**src/rtl/beep_pkg.sv**
```systemverilog
// Shared types and pitch/cadence helpers for the buzzer tone generator.
// Helpers take the block parameters as arguments so one package serves every instance.
package beep_pkg;

  typedef enum logic [1:0] {
    IDLE = 2'd0,
    ON   = 2'd1,
    OFF  = 2'd2
  } beep_state_e;

  // Tone half-period in clk cycles; higher level means shorter half-period (higher pitch).
  function automatic int unsigned half_of(input int unsigned lvl,
                                          input int unsigned sat,
                                          input int unsigned base,
                                          input int unsigned step);
    if (lvl >= sat) begin
      return base;
    end
    return base + step * (sat - lvl);
  endfunction

  // Cadence silence in clk cycles; halves with each level step, never below one cycle.
  function automatic int unsigned off_of(input int unsigned lvl,
                                         input int unsigned off_base);
    int unsigned sh;
    if (lvl == 0) begin
      sh = off_base;
    end else begin
      sh = off_base >> (lvl - 1);
    end
    return (sh == 0) ? 1 : sh;
  endfunction

endpackage

```
**src/rtl/tone_div.sv**
```systemverilog
// Programmable half-period square-wave divider. The output flop is the buzzer drive;
// restart forces a fresh full-length high phase, and dropping en parks the output low.
module tone_div #(
  parameter int TONE_W = 16
) (
  input  logic              clk,
  input  logic              rst_n,
  input  logic              restart,
  input  logic              en,
  input  logic [TONE_W-1:0] half,
  output logic              tone,
  output logic              period_end
);

  logic [TONE_W-1:0] cnt_q;
  logic [TONE_W-1:0] cnt_d;
  logic              tone_q;
  logic              tone_d;
  logic              wrap;

  assign wrap = (cnt_q == half - TONE_W'(1));

  // Raw 0->1 boundary marker; it is only meaningful while the caller keeps en high.
  assign period_end = wrap && !tone_q;
  assign tone       = tone_q;

  always_comb begin
    cnt_d  = cnt_q;
    tone_d = tone_q;
    if (restart) begin
      cnt_d  = '0;
      tone_d = 1'b1;
    end else if (en) begin
      if (wrap) begin
        cnt_d  = '0;
        tone_d = !tone_q;
      end else begin
        cnt_d = cnt_q + TONE_W'(1);
      end
    end else begin
      cnt_d  = '0;
      tone_d = 1'b0;
    end
  end

  always_ff @(posedge clk or negedge rst_n) begin
    if (!rst_n) begin
      cnt_q  <= '0;
      tone_q <= 1'b0;
    end else begin
      cnt_q  <= cnt_d;
      tone_q <= tone_d;
    end
  end

endmodule

```
**src/rtl/beep_cadence.sv**
```systemverilog
// Alarm-level buzzer driver: level sets pitch, optional on/off cadence whose silence
// shrinks as level rises. Pitch only changes on full tone-period boundaries.
module beep_cadence
  import beep_pkg::*;
#(
  parameter int LEVEL_W   = 3,
  parameter int SAT_LEVEL = 6,
  parameter int BASE_HALF = 2,
  parameter int STEP_HALF = 1,
  parameter int TONE_W    = 16,
  parameter int ON_CYC    = 1000,
  parameter int OFF_BASE  = 4000,
  parameter int CAD_W     = 24
) (
  input  logic               clk,
  input  logic               rst_n,
  input  logic               beep_en,
  input  logic [LEVEL_W-1:0] level,
  input  logic               mode,
  output logic               beep_out,
  output logic               active,
  output logic [1:0]         dbg_state
);

  localparam logic [LEVEL_W-1:0] SAT_L   = LEVEL_W'(SAT_LEVEL);
  localparam logic [CAD_W-1:0]   ON_LAST = CAD_W'(ON_CYC - 1);

  beep_state_e        state_q;
  beep_state_e        state_d;
  logic [LEVEL_W-1:0] cur_lvl_q;
  logic [LEVEL_W-1:0] cur_lvl_d;
  logic               cur_mode_q;
  logic               cur_mode_d;
  logic [CAD_W-1:0]   cad_cnt_q;
  logic [CAD_W-1:0]   cad_cnt_d;

  logic [LEVEL_W-1:0] eff;
  logic               run;
  logic [TONE_W-1:0]  half;
  logic [CAD_W-1:0]   off_last;
  logic               tone_restart;
  logic               tone_en;
  logic               tone;
  logic               period_end;

  assign eff      = (level > SAT_L) ? SAT_L : level;
  assign run      = beep_en && (eff != '0);
  assign half     = TONE_W'(half_of(32'(cur_lvl_q), SAT_LEVEL, BASE_HALF, STEP_HALF));
  assign off_last = CAD_W'(off_of(32'(cur_lvl_q), OFF_BASE) - 1);

  always_ff @(posedge clk or negedge rst_n) begin
    if (!rst_n) begin
      state_q    <= IDLE;
      cur_lvl_q  <= '0;
      cur_mode_q <= 1'b0;
      cad_cnt_q  <= '0;
    end else begin
      state_q    <= state_d;
      cur_lvl_q  <= cur_lvl_d;
      cur_mode_q <= cur_mode_d;
      cad_cnt_q  <= cad_cnt_d;
    end
  end

  always_comb begin
    state_d    = state_q;
    cur_lvl_d  = cur_lvl_q;
    cur_mode_d = cur_mode_q;
    cad_cnt_d  = cad_cnt_q;
    if (!run) begin
      state_d   = IDLE;
      cad_cnt_d = '0;
    end else begin
      unique case (state_q)
        IDLE: begin
          state_d    = ON;
          cur_lvl_d  = eff;
          cur_mode_d = mode;
          cad_cnt_d  = '0;
        end
        ON: begin
          if (cur_mode_q) begin
            if (cad_cnt_q == ON_LAST) begin
              state_d   = OFF;
              cad_cnt_d = '0;
            end else begin
              cad_cnt_d = cad_cnt_q + CAD_W'(1);
            end
          end
          // Cadence end suppresses the toggle, so the level reload waits for next ON.
          if (state_d == ON && period_end) begin
            cur_lvl_d = eff;
          end
        end
        OFF: begin
          if (cad_cnt_q == off_last) begin
            state_d    = ON;
            cad_cnt_d  = '0;
            cur_lvl_d  = eff;
            cur_mode_d = mode;
          end else begin
            cad_cnt_d = cad_cnt_q + CAD_W'(1);
          end
        end
        default: begin
          state_d = IDLE;
        end
      endcase
    end
  end

  always_comb begin
    tone_restart = (state_q != ON) && (state_d == ON);
    tone_en      = (state_q == ON) && (state_d == ON);
    active       = (state_q != IDLE);
    dbg_state    = state_q;
  end

  tone_div #(
    .TONE_W(TONE_W)
  ) u_tone_div (
    .clk        (clk),
    .rst_n      (rst_n),
    .restart    (tone_restart),
    .en         (tone_en),
    .half       (half),
    .tone       (tone),
    .period_end (period_end)
  );

  assign beep_out = tone;

endmodule

```
**config.mk**
```make
export PLATFORM = sky130hd
export DESIGN_NAME = beep_cadence
export DESIGN_NICKNAME = d
export VERILOG_FILES = /design/src/rtl/beep_pkg.sv /design/src/rtl/tone_div.sv /design/src/rtl/beep_cadence.sv
export SDC_FILE = /design/constraint.sdc
export NUM_CORES = 1
export LEC_CHECK = 0
export CAP_MARGIN = 20
export CORE_ASPECT_RATIO = 1.2
export CORE_MARGIN = 2
export CORE_UTILIZATION = 48
export DETAILED_ROUTE_END_ITERATION = 12
export GPL_TIMING_DRIVEN = 0
export PLACE_DENSITY_LB_ADDON = 0.05
export SLEW_MARGIN = 5
export SYNTH_ARGS = -nofsm -noshare
export SYNTH_HDL_FRONTEND = slang
export SYNTH_SLANG_ARGS = --single-unit
export TNS_END_PERCENT = 1
```
**constraint.sdc**
```tcl
create_clock -name clk -period 9.1 [get_ports clk]
set_clock_uncertainty 0.1 [all_clocks]
set_input_delay 1.82 -clock clk [delete_from_list [all_inputs] [get_ports clk]]
set_output_delay 1.82 -clock clk [all_outputs]
set_load 0.01 [all_outputs]
```
==> impl_metrics.toml <==
[run_status]
status = "complete, no violations"

[final_layout]
layout.nets = 428
area_delta_synth_final_pct = 10.3
drive_above_1_share_pct = 8.80
design_area_mm2 = 0.00369
layout.cells.non_filler = 496
diodes = 0
nFillCells = 649

[clocking]
clock_sinks = 47
clock_path_buffers = 2
htreeDepth = 2
cts_made_buffers = 5
cts.reportedPaths.clkPinSlew_ns = 0.10
root_buffer = "clkbuf_8"
cts.repair.resized = 0
post_cts_buffers = 0
cts_tree = "yes"
ctsHoldBuffers = 0
clock_latency_ns = 0.31

[yosys]
synth.area.top_cells = "dfrtp_1, ha_1, nor2_1"
synthCells = 389
synth_edf_count = 0
synth_area_leader_cell = "dfrtp_1"
synth_most_common_cell = "dfrtp_1"
ys.warnings.count = 0
seq_area_frac_synth_pct = 35.2
ys_top_cells_by_count = "dfrtp_1, nor2_1, nand2_1"
yosys.area.top_type_share_pct = 35.2
avgSynthCellArea_um2 = 8.59
ys_ff_latch = 47
async_flop_share_pct = 100
synth_area_mm2 = 0.00334
synthDistinctLibCells = 58
ys.flop_type = "dfrtp_1"

[die]
ios = 11
die_x_um = 80.2
start_util_pct = 49.3
die_area_mm2 = 0.00765
fp-row-count = 33
die_h_um = 95.4
core_mm2 = 0.00677

[sta]
max_freq_mhz = 201
slew_headroom_pct = 57.7
tightest_slew_ns = 0.629
final.setup.worst_slack_ns = 4.13
setup-violations-final = 0
min_period_ns = 4.97
slew_violations = 0
hold_violations = 0
rsz0062_at_grt = "false"
period_share_pct = 54.6
tns_ns = 0

[global_route]
grt_pass1_wl_um = 12900
overflow = 0
grt_pass1_vias = 2780
grt_usage_pct = 21.4
antenna_found_initial = 0
grt_max_degree = 31

[place]
dp_hpwl_um = 5990
placed_cell_area_mm2 = 0.00357
dp_slack_ns = 4.12
portBuffers = 10
dp_cells = 488
place.gp.congestion = 0.835

[worst_setup_path]
cp.arrival_ns = 5.06
crit_path_top_delay_cell = "dfrtp_1"
crit_required_ns = 9.19
path_max_fanout = 10
cp_common_cell = "ha_1"
path_cells = "clkbuf_1, inv_1, ha_1, buf_2, inv_1, ha_1, or3_1, buf_2, or3_4, ha_1, xor2_1, nor3_1, nand4_1, a2111oi_4, a41oi_1, a211oi_2, mux2_2"
start_kind = "flop"
crit_family = "simple AND/OR/NAND/NOR gates"
worst-path-buf-inv = 5
end_kind = "flop"
crit_type = "flop to flop"
cp_slowest_stage_delay_ns = 0.48

[drt]
drt-total-wl_um = 7790
drt_iter0_markers = 93
drc = 0
drt-pass1-iter-count = 4
detail_route.wl_per_cell_um = 15.7
vias = 2924
viasPerCell = 5.90
ant_nets = 0

[pwr]
report.power.total_uw = 579
max-vdd-ir-drop_mv = 0.0653
power.leakage_uw = 0.00152
p_per_area_mw_per_mm2 = 157

[job]
maxCapViolCount = 0

[min_path]
hp-class = "flop to flop"
==> worst register-to-register path, stage by stage, from the launching register on <==
cell	delay, ns
dfrtp_1	0.48
clkbuf_1	0.38
inv_1	0.13
ha_1	0.34
buf_2	0.21
inv_1	0.07
ha_1	0.30
or3_1	0.36
buf_2	0.16
or3_4	0.37
ha_1	0.30
xor2_1	0.07
nor3_1	0.19
nand4_1	0.20
a2111oi_4	0.32
a41oi_1	0.21
a211oi_2	0.33
mux2_2	0.37
==> area by class of cell <==
| type | instances | area [um2] | share of cell area [%] |
|---|---|---|---|
| multi-input cells | 302 | 1990 | 53.9 |
| flip-flops and latches | 47 | 1180 | 31.9 |
| repair buffers | 11 | 115 | 3.12 |
| plain buffers | 23 | 114 | 3.09 |
| well taps | 87 | 109 | 2.95 |
| clock buffers | 6 | 82.6 | 2.24 |
| inverters | 18 | 67.6 | 1.83 |
| clock inverters | 2 | 35.0 | 0.950 |
==> where the power goes <==
group          switching, uW  internal (uW)
Combinational            114           81.3
Clock                   73.0           89.0
Sequential              8.09            214
Total                    195            385
==> worst paths after layout <==
| kind | cells past startpoint | slack [ns] | from | to |
|---|---|---|---|---|
| hold reg to reg | 1 | 0.42 | cad_cnt_q[22] | cad_cnt_q[22] |
| setup / recovery | 17 | 4.13 | cur_lvl_q[0] | cur_lvl_q[2] |
| max in group asynchronous | 2 | 7.05 | rst_n | cad_cnt_q[10] |
| hold / removal | 1 | 0.42 | cad_cnt_q[22] | cad_cnt_q[22] |
| setup reg to reg | 17 | 4.13 | cur_lvl_q[0] | cur_lvl_q[2] |
| min in group asynchronous | 1 | 1.35 | rst_n | u_tone_div.cnt_q[14] |
==> flip-flops by register name, indices dropped and copies added, names as in the netlist <==
signal            flops
cad_cnt_q            24
dbg_state             2
cur_mode_q            1
u_tone_div.cnt_q     16
cur_lvl_q             3
u_tone_div.tone       1
==> cells in the final DEF, fill, tap and decap left out, drive strengths merged, types with 4 or more instances in the layout <==
master,Yosys,final
nand4,9,9
nand2b,4,4
xor2,12,12
and3,18,18
or4,4,4
xnor2,15,15
clkbuf,10,16
a31oi,10,10
nor3,10,10
a22o,4,4
ha,13,13
clkdlybuf4s50,0,9
nand3,25,25
o211ai,4,4
o21ai,17,17
buf,13,15
nor4,4,4
or3,5,5
a21oi,20,20
and2,4,4
inv,18,18
dfrtp,47,47
mux2,5,5
nor2,41,41
nand2,26,26
==> metal layers <==
metal	track usage [%]	share of wire [%]	routed length (um)
met1	23.9	42	3300
met2	41.9	54	4240
met3	3.13	1.9	146
met4	5.51	1.3	104
met5	0	0	0
==> kinds of logic (layout without fill, tap and decap cells) <==
kind of cell	count (synthesis)	in the layout	synth area share, %
buffers and inverters	41	60	5.43
xor gates and xnor gates	27	27	7.08
AOI/OAI and AO/OA	87	87	18.6
and+or+nand+nor	165	165	26.1
DFF	47	47	35.2
other	1	2	0.112
adders and majority gates	13	13	4.87
muxes	8	8	2.58
==> per-stage QoR <==
stage	util [%]	hold slack, ns
after detailed placement	52.7	0.414
after floorplan	-	0.364
after global placement	52.5	0.401
final	54.4	0.423
after global routing	54.4	0.447
after CTS	54.4	0.427
No activity file was read; power rests on OpenSTA's default activity.
